$ cat src/rtl/online_otf_converter.sv
// Online-to-conventional converter for a redundant (signed-digit) stream.
// A frame starts on start&en. The first ONLINE_DELAY digits are dropped, and
// the next WIDTH digits are folded MSD-first into Q/QM on-the-fly registers.
// The frame result is registered and flagged with a one-cycle valid pulse.
// Optional feature macro: OTF_INVALID_DIGIT_EN. When it is defined, a digit
// of 11 inside a frame raises a sticky err. In both builds that digit
// converts as 0.
// Handshake: there is no backpressure. A digit is taken in every cycle with
// en=1, and en=0 freezes the whole block. valid means result holds a newly
// completed frame. result stays at that value until the next valid pulse.

package rbr_pkg;
  typedef struct packed {
    logic plus;
    logic minus;
  } signed_digit;
endpackage

module online_otf_converter
  import rbr_pkg::*;
#(
  parameter int WIDTH        = 16,
  parameter int ONLINE_DELAY = 4
) (
  input  logic             clk,
  input  logic             rst,
  input  logic             en,
  input  logic             start,
  input  signed_digit      d,
  output logic [WIDTH:0]   result,
  output logic             valid,
  output logic             busy,
  output logic             err,
  output logic [1:0]       dbg_state
);

  typedef enum logic [1:0] {IDLE, SKIP, CONV, DONE} state_t;

  localparam int IW = $clog2(ONLINE_DELAY + WIDTH + 1);
  localparam logic [IW-1:0] OD_L  = IW'(ONLINE_DELAY);
  localparam logic [IW-1:0] END_L = IW'(ONLINE_DELAY + WIDTH);

  state_t          state_q, state_d;
  logic [IW-1:0]   idx_q, idx_d;
  logic [WIDTH:0]  q_q, q_d;
  logic [WIDTH:0]  qm_q, qm_d;
  logic [WIDTH:0]  result_q, result_d;
  logic            valid_q, valid_d;

  logic            new_frame;
  logic            active;
  logic [WIDTH:0]  base_q;
  logic [WIDTH:0]  base_qm;
  logic [IW-1:0]   cur_idx;

  // Next-state logic: a start restarts from a clean Q/QM. In that cycle the
  // start digit is stream index 0.
  always_comb begin
    state_d   = state_q;
    idx_d     = idx_q;
    q_d       = q_q;
    qm_d      = qm_q;
    result_d  = result_q;
    valid_d   = valid_q;
    new_frame = en && start;
    active    = new_frame || (en && ((state_q == SKIP) || (state_q == CONV)));
    base_q    = new_frame ? '0 : q_q;
    base_qm   = new_frame ? '1 : qm_q;
    cur_idx   = new_frame ? '0 : idx_q;

    if (en) begin
      valid_d = (state_q == DONE);
      if (state_q == DONE) begin
        result_d = q_q;
      end
    end

    if (active) begin
      idx_d = cur_idx + IW'(1);
      q_d   = base_q;
      qm_d  = base_qm;
      if (cur_idx >= OD_L) begin
        // Append one digit. The selection between Q and QM absorbs the borrow,
        // so no carry chain is needed.
        case ({d.plus, d.minus})
          2'b10: begin
            q_d  = {base_q[WIDTH-1:0], 1'b1};
            qm_d = {base_q[WIDTH-1:0], 1'b0};
          end
          2'b01: begin
            q_d  = {base_qm[WIDTH-1:0], 1'b1};
            qm_d = {base_qm[WIDTH-1:0], 1'b0};
          end
          default: begin
            q_d  = {base_q[WIDTH-1:0], 1'b0};
            qm_d = {base_qm[WIDTH-1:0], 1'b1};
          end
        endcase
      end
      if (idx_d < OD_L) begin
        state_d = SKIP;
      end else if (idx_d < END_L) begin
        state_d = CONV;
      end else begin
        state_d = DONE;
      end
    end else if (en && (state_q == DONE)) begin
      state_d = IDLE;
      idx_d   = '0;
    end
  end

  // State and datapath registers, with a synchronous reset.
  always_ff @(posedge clk) begin
    if (rst) begin
      state_q  <= IDLE;
      idx_q    <= '0;
      q_q      <= '0;
      qm_q     <= '1;
      result_q <= '0;
      valid_q  <= 1'b0;
    end else begin
      state_q  <= state_d;
      idx_q    <= idx_d;
      q_q      <= q_d;
      qm_q     <= qm_d;
      result_q <= result_d;
      valid_q  <= valid_d;
    end
  end

`ifdef OTF_INVALID_DIGIT_EN
  logic err_q, err_d;

  // Sticky invalid-digit flag. A new frame clears it, unless that frame's
  // start digit is itself invalid.
  always_comb begin
    err_d = err_q;
    if (new_frame) begin
      err_d = d.plus & d.minus;
    end else if (active && d.plus && d.minus) begin
      err_d = 1'b1;
    end
  end

  // Error flag register.
  always_ff @(posedge clk) begin
    if (rst) begin
      err_q <= 1'b0;
    end else begin
      err_q <= err_d;
    end
  end

  assign err = err_q;
`else
  assign err = 1'b0;
`endif

  assign result    = result_q;
  assign valid     = valid_q;
  assign busy      = (state_q == SKIP) || (state_q == CONV);
  assign dbg_state = state_q;

endmodule

$ cat config.mk
export PLATFORM = sky130hd
export DESIGN_NAME = online_otf_converter
export DESIGN_NICKNAME = d
export VERILOG_FILES = /design/src/rtl/online_otf_converter.sv
export SDC_FILE = /design/constraint.sdc
export NUM_CORES = 1
export LEC_CHECK = 0
export BUFFER_PORTS_ARGS = -buffer_cell sky130_fd_sc_hd__buf_2
export CAP_MARGIN = 20
export CORE_MARGIN = 5
export CORE_UTILIZATION = 52
export CTS_CLUSTER_DIAMETER = 40
export DETAILED_ROUTE_END_ITERATION = 10
export PLACE_DENSITY = 0.8
export RECOVER_POWER = 50
export SLEW_MARGIN = 20
export SYNTH_ARGS = -nofsm -noshare
export SYNTH_HDL_FRONTEND = slang
export SYNTH_SLANG_ARGS = --single-unit
$ cat constraint.sdc
create_clock -name clk -period 1.91 [get_ports clk]
set_input_delay 0.191 -clock clk [delete_from_list [all_inputs] [get_ports clk]]
set_output_delay 0.191 -clock clk [all_outputs]
set_load 0.01 [all_outputs]
==> tab_implementation.tex, run 1 <==
\begin{tabular}{lr}
\hline
Metric & Value \\
\hline
\multicolumn{2}{l}{\textbf{Routing}} \\
\quad Initial drt markers & 254 \\
\quad Vias per cell & 5.836 \\
\quad Mean routed wirelength per cell & 15.13 um \\
\quad Count of antenna-violating nets left after detailed routing & 0 \\
\quad Pre-Repair DR Iteration Count & 4 \\
\quad DRC Markers & 0 \\
\quad Routed wire length & 6.565 mm \\
\quad Overall via count from detail\_route & 2533 \\
\multicolumn{2}{l}{\textbf{Yosys}} \\
\quad Number of cells produced by synthesis & 338 \\
\quad Synthesized netlist net count & $\sim$350 \\
\quad Dominant register cell in the synthesized netlist & sky130\_fd\_sc\_hd\_\_dfxtp\_1 \\
\quad Library cells used by synthesis & 44 \\
\quad Mapped Area & approximately 0.0028 mm2 \\
\quad Synthesized area divided by synthesized cell count & between 8 and 9 um2 \\
\quad Fraction of synthesis flops using an asynchronous set or reset pin & 0\% \\
\quad Sequential fraction of the synthesis area & 42.16\% \\
\quad Synthesis-stage register bit count & 58 \\
\quad Number of warnings reported in the yosys synthesis log & 0 \\
\quad Number of enable flip-flop cells after synthesis & 0 \\
\multicolumn{2}{l}{\textbf{Die}} \\
\quad I/O pin count & 28 \\
\quad Row Count & 26 \\
\quad Total core area & 0.005140 mm2 \\
\quad Chip Height & between 80 and 90 um \\
\quad Die area & approximately 0.0069 mm2 \\
\quad Initial core utilization & 53.58\% \\
\quad Die span in x & 82.78 um \\
\multicolumn{2}{l}{\textbf{Clock network}} \\
\quad CTS tree & built \\
\quad Clock-pin slew of the registers on the worst-case setup and hold paths & approximately 60 ps \\
\quad Maximum count of clock buffers along a single path & 2 \\
\quad Setup Buffers After CTS & 0 \\
\quad Clock Tree Root & sky130\_fd\_sc\_hd\_\_clkbuf\_8 \\
\quad Number of sinks handled by clock tree synthesis & 58 \\
\quad Count of hold buffers inserted by post-cts repair & 0 \\
\quad CTS H-tree lvls & 3 \\
\quad Insertion delay to the later sink of the worst-skew pair & 340 ps \\
\quad TritonCTS Buffers & 9 \\
\quad Total of cells resized after clock tree synthesis & 0 \\
\multicolumn{2}{l}{\textbf{Pwr}} \\
\quad P\_leak & 1.140 nW \\
\quad Worst supply voltage drop on vdd & roughly 400 uV \\
\quad Overall power of the completed layout & 0.002855 W \\
\quad Power per unit of standard cell area & 905.1 mW/mm2 \\
\multicolumn{2}{l}{\textbf{STA}} \\
\quad Count of endpoints failing hold in the final timing report & 0 \\
\quad Period Utilization, post-route & 92.28\% \\
\quad Normalized max-slew margin & 47.52\% \\
\quad Number of setup violations in the final report & 0 \\
\quad Number of pins exceeding their max-slew limit in the final report & 0 \\
\quad Timing-limited maximum frequency & about 570 MHz \\
\quad Final critical delay including setup and external delays & around 1800 ps \\
\quad Setup total negative slack & 0 ps \\
\quad Clock Skew & 7.117 ps \\
\quad Worst Tran Pin Value & 787.2 ps \\
\quad RSZ-0062 raised after global routing & false \\
\multicolumn{2}{l}{\textbf{Global route}} \\
\quad Sum of overflow across all layers after global routing & 0 \\
\quad Initial antenna violation count & 0 \\
\quad Global-route wire length before repair & 10.90 mm \\
\quad Number of global-route vias before repair & 2348 \\
\quad Total routing resource utilization after global routing & about a fifth \\
\quad Pin count of the biggest net entering global routing & 33 \\
\multicolumn{2}{l}{\textbf{Run}} \\
\quad \# Max-Cap Violations & 0 \\
\multicolumn{2}{l}{\textbf{Place}} \\
\quad Count of buffers from port buffering & 26 \\
\quad Cell count after placement & 418 \\
\quad Placer's final routability congestion estimate & 0.9432 \\
\quad Estimated wirelength of the detail-placed design & 4.287 mm \\
\multicolumn{2}{l}{\textbf{Worst setup path}} \\
\quad Series of cell instances along the critical path & ha\_1 -> o21ai\_1 -> or3\_1 -> or3\_1 -> o21ai\_0 \\
\quad Data required time at the worst endpoint & 2180 ps \\
\quad CP dominant cell by count & sky130\_fd\_sc\_hd\_\_or3\_1 \\
\quad Type of the worst setup path & reg2reg \\
\quad Arrival time worst endpoint & 2030 ps \\
\quad Largest fanout on the critical path & 9 \\
\quad Critical Path Start Type & flop \\
\quad Crit path capture type & flop \\
\quad Highest-delay cell along the critical path & sky130\_fd\_sc\_hd\_\_ha\_1 \\
\quad Worst stage delay on the critical path & approximately 430 ps \\
\multicolumn{2}{l}{\textbf{Finish}} \\
\quad Share of cells above drive strength 1 & 11.26\% \\
\quad Most common library cell in the layout ignoring fill and taps & sky130\_fd\_sc\_hd\_\_dfxtp\_1 \\
\quad Net count, final & 370 \\
\quad Layout-stage area growth over the synthesis result & 14.54\% \\
\quad Number of standard cells in the layout, taps in and fillers out & about 430 \\
\quad Highest-count cells in the layout ignoring fill and taps & sky130\_fd\_sc\_hd\_\_dfxtp\_1 (58), sky130\_fd\_sc\_hd\_\_nand2\_1 (45), sky130\_fd\_sc\_hd\_\_a21oi\_1 (42) \\
\quad \# diodes & 0 \\
\multicolumn{2}{l}{\textbf{Run status}} \\
\quad Outcome & complete, no violations \\
\multicolumn{2}{l}{\textbf{Hold path}} \\
\quad Worst min-delay path class & in2reg \\
\hline
\end{tabular}
-- state kept, by name (all words and copies together) (netlist names) --
register / flops
q_q: 17
qm_q: 16
dbg_state: 2
result: 17
valid: 1
idx_q: 5
-- Yosys cell counts (2+ instances only) --
cell,count,area [um2]
sky130_fd_sc_hd__and3_1,2,12.51
sky130_fd_sc_hd__nand2_1,45,168.9
sky130_fd_sc_hd__buf_2,13,65.06
sky130_fd_sc_hd__a2bb2oi_1,26,227.7
sky130_fd_sc_hd__a21oi_1,42,210.2
sky130_fd_sc_hd__dfxtp_1,58,1161
sky130_fd_sc_hd__and2_1,3,18.77
sky130_fd_sc_hd__nand2b_1,2,12.51
sky130_fd_sc_hd__o21a_1,2,15.01
sky130_fd_sc_hd__buf_1,3,11.26
sky130_fd_sc_hd__nor4_1,3,18.77
sky130_fd_sc_hd__clkbuf_1,14,52.55
sky130_fd_sc_hd__a22oi_1,13,97.59
sky130_fd_sc_hd__nand3_1,2,10.01
sky130_fd_sc_hd__a211oi_1,17,127.6
sky130_fd_sc_hd__nor2_1,27,101.4
sky130_fd_sc_hd__a31oi_1,5,31.28
sky130_fd_sc_hd__or3_1,3,18.77
sky130_fd_sc_hd__a32oi_1,2,17.52
sky130_fd_sc_hd__inv_1,7,26.28
sky130_fd_sc_hd__buf_6,2,22.52
sky130_fd_sc_hd__nor3_1,14,70.07
sky130_fd_sc_hd__ha_1,5,62.56
sky130_fd_sc_hd__o21ai_0,8,40.04
-- cell type report --
type / instances / area [um2]
Clock inverter: 4 / 98.84
Fill cell: 489 / 1986
Timing Repair Buffer: 43 / 227.7
Sequential cell: 58 / 1161
Tap cell: 70 / 87.58
Multi-Input combinational cell: 240 / 1408
Clock buffer: 12 / 145.1
Inverter: 7 / 26.28
-- worst paths after layout --
path,startpoint,end,slack (ps),cells after the start
setup / recovery,dbg_state[0],dbg_state[0],150,5
hold / removal,rst,idx_q[2],240,2
setup reg to reg,dbg_state[0],dbg_state[0],150,5
hold reg to reg,qm_q[0],qm_q[0],450,2
-- where the power goes --
group	internal, W	total [W]	leakage (nW)	switching, W
Clock	0.000906	0.00139	0.121	0.000486
Combinational	0.0000884	0.000238	0.551	0.000150
Sequential	0.00122	0.00122	0.468	0.00000833
-- critical path: cells and delay by family (launching register included) --
kind	cells	cell delay [ps]
and+or+nand+nor	2	700
adders and majority gates	1	430
DFF	1	330
AOI/OAI and AO/OA	2	240
-- metrics by stage --
stage | utilization [%] | instance area [um2] | hold WS, ps | setup slack (ps)
floorplan | - | 2756 | 364.4 | 14.17
global placement | 57.21 | 2940 | 433.0 | 258.2
detailed placement | 57.21 | 2940 | 436.3 | 194.8
CTS | 61.95 | 3184 | 227.8 | 173.3
global route | 61.37 | 3154 | 228.9 | 12.68
finish | 61.37 | 3154 | 237.1 | 147.4
-- routing by layer --
metal / vias to the layer above / track usage [%] / wire length (um)
met5: - / 0 / 0
met4: 0 / 7.026 / 112
met3: 9 / 7.343 / 472
met2: 80 / 32.61 / 3013
met1: 1176 / 26.80 / 2965
li1: 1268 / - / -
-- kinds of logic after synthesis --
| kind of cell | synth area share (%) |
|---|---|
| buffers and inverters | 6.724 |
| flip-flops | 42.16 |
| AND/OR/NAND/NOR | 17.67 |
| adder cells (fa/ha/maj) | 2.272 |
| AO/OA/AOI/OAI | 30.62 |
| other | 0.1362 |
| multiplexers | 0.4089 |
(Power assumes the default switching activity.)
==> run 2, diff against run 1 <==
Settings changed: ABC_AREA set to 1, CORE_UTILIZATION 52 to 53, PLACE_DENSITY 0.8 to 0.81.
==> run 2 against run 1 <==
  * Core utilization is 0.38 points lower
  * Cell count up 21%
  * Worst setup slack improved by 66 ps
  * Critical path depth rose by 3
  * Register-to-register slack better by 70 ps
  * First-iteration DRC count rose by 59%
  * Critical path type unchanged
==> tab_implementation.tex, run 2 <==
\begin{tabular}{lr}
\hline
Metric & Value \\
\hline
\multicolumn{2}{l}{\textbf{Die}} \\
\quad I/O pin count & 28 \\
\quad Chip Height & 84.28 um \\
\quad Die span in x & 84.28 um \\
\quad Row Count & 27 \\
\quad Initial core utilization & about 54\% \\
\quad Total core area & 0.005439 mm2 \\
\quad Die area & 0.007102 mm2 \\
\multicolumn{2}{l}{\textbf{Worst setup path}} \\
\quad Critical Path Start Type & flop \\
\quad Type of the worst setup path & reg2reg \\
\quad CP dominant cell by count & sky130\_fd\_sc\_hd\_\_inv\_4 \\
\quad Kind of cell with the highest combined delay on the critical path & simple AND/OR/NAND/NOR gates \\
\quad Worst reg2reg endpoint & q\_q[1] \\
\quad Crit path capture type & flop \\
\quad Bufs and invs on worst path & 2 \\
\quad Arrival time worst endpoint & 1940 ps \\
\quad Largest fanout on the critical path & 27 \\
\quad Highest-delay cell along the critical path & sky130\_fd\_sc\_hd\_\_dfxtp\_1 \\
\quad Startpoint of the worst-slack reg-to-reg timing path & dbg\_state[0] \\
\quad Series of cell instances along the critical path & ha\_1 -> nand2\_2 -> nand2\_4 -> inv\_4 -> nor2\_8 -> inv\_4 -> nor2\_1 -> a211oi\_1 \\
\quad Worst stage delay on the critical path & between 300 and 400 ps \\
\quad Setup slack of the most critical reg-to-reg path & 210 ps \\
\quad Worst R2R Path Depth & 8 \\
\quad Data required time at the worst endpoint & 2150 ps \\
\multicolumn{2}{l}{\textbf{STA}} \\
\quad Number of setup violations in the final report & 0 \\
\quad Worst Tran Pin Value & 865.1 ps \\
\quad Number of pins exceeding their max-slew limit in the final report & 0 \\
\quad Normalized max-slew margin & 41.97\% \\
\quad Hold\_ws & 182.3 ps \\
\quad Final critical delay including setup and external delays & 1697 ps \\
\quad Clock Skew & 6.837 ps \\
\quad RSZ-0062 raised after global routing & false \\
\quad Period Utilization, post-route & 88.84\% \\
\quad Timing-limited maximum frequency & 589.3 MHz \\
\quad Setup total negative slack & 0 ps \\
\quad Min setup slack post-route & 213.1 ps \\
\quad Count of endpoints failing hold in the final timing report & 0 \\
\multicolumn{2}{l}{\textbf{Hold path}} \\
\quad Hold Path Cell Cnt & 4 \\
\quad Startpoint of the tightest hold check path & en \\
\quad Worst min-delay path class & in2reg \\
\quad Worst hold path endpoint & valid \\
\multicolumn{2}{l}{\textbf{Finish}} \\
\quad Number of standard cells in the layout, taps in and fillers out & 525 \\
\quad Highest-count cells in the layout ignoring fill and taps & sky130\_fd\_sc\_hd\_\_nand2\_1 (94), sky130\_fd\_sc\_hd\_\_nor2\_1 (61), sky130\_fd\_sc\_hd\_\_dfxtp\_1 (58) \\
\quad Area taken by multi-input logic gates & roughly 0.0015 mm2 \\
\quad Share of cells above drive strength 1 & between 10\% and 20\% \\
\quad Most common library cell in the layout ignoring fill and taps & sky130\_fd\_sc\_hd\_\_nand2\_1 \\
\quad Register Area & 0.001161 mm2 \\
\quad \# diodes & 0 \\
\quad Final core occ & between 60\% and 70\% \\
\quad Count of filler cells inserted in the layout & between 500 and 600 \\
\quad Layout-stage area growth over the synthesis result & 13.44\% \\
\quad Net count, final & $\sim$460 \\
\multicolumn{2}{l}{\textbf{Yosys}} \\
\quad Synthesis-stage register bit count & just under 60 \\
\quad Arithmetic-cell share of the synthesized area counting full adders, half adders and majority gates & 2.139\% \\
\quad Cell taking the most area after synthesis & sky130\_fd\_sc\_hd\_\_dfxtp\_1 \\
\quad Share of synthesized area spent on multiplexers & 0\% \\
\quad Number of cells produced by synthesis & 417 \\
\quad Mapped Area & around 0.0029 mm2 \\
\quad Post-synthesis compound-gate area fraction & 22.12\% \\
\quad Synth top area share & between 30\% and 40\% \\
\quad Post-synthesis simple-gate area fraction & 28.11\% \\
\quad XOR/XNOR Fraction of Synth Area & 0\% \\
\quad Biggest area contributors in the synthesized netlist & sky130\_fd\_sc\_hd\_\_dfxtp\_1 (40\%), sky130\_fd\_sc\_hd\_\_nand2\_1 (12\%), sky130\_fd\_sc\_hd\_\_o21ai\_0 (8.4\%), sky130\_fd\_sc\_hd\_\_nor2\_1 (7.8\%), sky130\_fd\_sc\_hd\_\_a21oi\_1 (3.3\%) \\
\quad Combinational family with the most area after synthesis & simple AND/OR/NAND/NOR gates \\
\quad Synthesized netlist net count & 428 \\
\quad Fraction of synthesis flops using an asynchronous set or reset pin & 0\% \\
\quad Most frequent cells after synthesis & sky130\_fd\_sc\_hd\_\_nand2\_1 (94), sky130\_fd\_sc\_hd\_\_nor2\_1 (61), sky130\_fd\_sc\_hd\_\_dfxtp\_1 (58), sky130\_fd\_sc\_hd\_\_o21ai\_0 (49), sky130\_fd\_sc\_hd\_\_inv\_1 (24) \\
\quad Number of warnings reported in the yosys synthesis log & 0 \\
\quad Most used standard cell by instance count after synthesis & sky130\_fd\_sc\_hd\_\_nand2\_1 \\
\quad Sequential fraction of the synthesis area & around two fifths \\
\quad Synthesized area divided by synthesized cell count & 7.012 um2 \\
\quad Number of enable flip-flop cells after synthesis & 0 \\
\quad Library cells used by synthesis & 36 \\
\quad Dominant register cell in the synthesized netlist & sky130\_fd\_sc\_hd\_\_dfxtp\_1 \\
\multicolumn{2}{l}{\textbf{Routing}} \\
\quad DRC Markers & 0 \\
\quad Overall via count from detail\_route & between 2000 and 3000 \\
\quad Routed wire length & 7.283 mm \\
\quad Count of antenna-violating nets left after detailed routing & 0 \\
\quad Pre-Repair DR Iteration Count & 5 \\
\quad Initial drt markers & 405 \\
\quad Mean routed wirelength per cell & about 14 um \\
\quad Vias per cell & 5.530 \\
\multicolumn{2}{l}{\textbf{Place}} \\
\quad Cell count after placement & 511 \\
\quad Count of buffers from port buffering & 26 \\
\quad Worst setup slack before clock tree synthesis & around 230 ps \\
\quad Placer's final routability congestion estimate & 0.9184 \\
\quad Estimated wirelength of the detail-placed design & $\sim$5 mm \\
\multicolumn{2}{l}{\textbf{Pwr}} \\
\quad P\_leak & 1.364 nW \\
\quad Logic pwr share & about an eighth \\
\quad Worst supply voltage drop on vdd & 358.0 uV \\
\quad Share of total power in sequential cells & 46.9\% \\
\quad Power per unit of standard cell area & 816.0 mW/mm2 \\
\quad Power Internal & 0.002006 W \\
\quad Clock network fraction of design power & about two fifths \\
\quad Switch Pwr & about 0.0007 W \\
\quad Switching Fraction & 25.90\% \\
\multicolumn{2}{l}{\textbf{Clock network}} \\
\quad TritonCTS Buffers & 9 \\
\quad Clock Tree Root & sky130\_fd\_sc\_hd\_\_clkbuf\_8 \\
\quad CTS H-tree lvls & 3 \\
\quad Setup Buffers After CTS & 0 \\
\quad Count of hold buffers inserted by post-cts repair & 0 \\
\quad Total of cells resized after clock tree synthesis & 0 \\
\quad Insertion delay to the later sink of the worst-skew pair & $\sim$340 ps \\
\quad Maximum count of clock buffers along a single path & 2 \\
\quad Number of sinks handled by clock tree synthesis & 58 \\
\quad Clock-pin slew of the registers on the worst-case setup and hold paths & 60 ps \\
\quad CTS tree & built \\
\multicolumn{2}{l}{\textbf{Run}} \\
\quad \# Max-Cap Violations & 0 \\
\multicolumn{2}{l}{\textbf{Global route}} \\
\quad Global-route wire length before repair & between 10 and 15 mm \\
\quad Total routing resource utilization after global routing & 21.55\% \\
\quad Number of global-route vias before repair & 2682 \\
\quad Initial antenna violation count & 0 \\
\quad Sum of overflow across all layers after global routing & 0 \\
\quad Pin count of the biggest net entering global routing & 36 \\
\multicolumn{2}{l}{\textbf{Run status}} \\
\quad Outcome & complete, no violations \\
\hline
\end{tabular}
run 2: metrics by stage:
step	area, um2	power (W)
floorplan	2924	0.001509
global placement	3159	0.001597
detailed placement	3159	0.001606
CTS	3351	0.002718
global route	3317	0.002819
finish	3317	0.002706
run 2: logic make-up (layout without fill, tap and decap cells):
family,Yosys count,in the layout
and+or+nand+nor,192,192
AOI/OAI and AO/OA,110,110
DFF,58,58
buffers and inverters,51,87
adders and majority gates,5,5
other,1,1
run 2: worst max-delay path by stage:
stage / startpoint / to / slack (ps) / cells past startpoint
2_1_floorplan: dbg_state[0] / qm_q[2] / 240 / 9
3_3_place_gp: dbg_state[1] / q_q[3] / 290 / 7
3_5_place_dp: dbg_state[0] / q_q[1] / 230 / 8
4_1_cts: dbg_state[0] / q_q[1] / 210 / 8
5_1_grt: dbg_state[1] / qm_q[7] / 40 / 8
6_report: dbg_state[0] / q_q[1] / 210 / 8
run 2: tightest hold or removal path: stages:
cell	delay, ps
sky130_fd_sc_hd__buf_2	130
sky130_fd_sc_hd__inv_1	50
sky130_fd_sc_hd__nand2_1	50
sky130_fd_sc_hd__a21oi_1	50
run 2: area by class of cell:
cell class	count	area share, %
clock buffer	11	4.564
clock inverter	3	1.207
inverter	31	3.697
multi-input combinational	308	46.28
sequential	58	35.01
tap	72	2.716
timing repair buffer	42	6.526
run 2: power groups by stage:
stage / clock network (W) / registers (W) / logic, W
after global routing: 0.00119 / 0.00127 / 0.000354
after detailed placement: 0 / 0.00129 / 0.000314
after floorplan: 0 / 0.00129 / 0.000222
after CTS: 0.00113 / 0.00127 / 0.000317
after global placement: 0 / 0.00129 / 0.000307
final: 0.00112 / 0.00127 / 0.000320
run 2: metal layers:
layer / track usage [%] / vias up / part of all wire (%)
met5: 0 / - / 0
met4: 9.064 / 0 / 1.4
met3: 5.888 / 10 / 5.8
met2: 34.22 / 104 / 47
met1: 27.55 / 1346 / 46
li1: - / 1443 / -
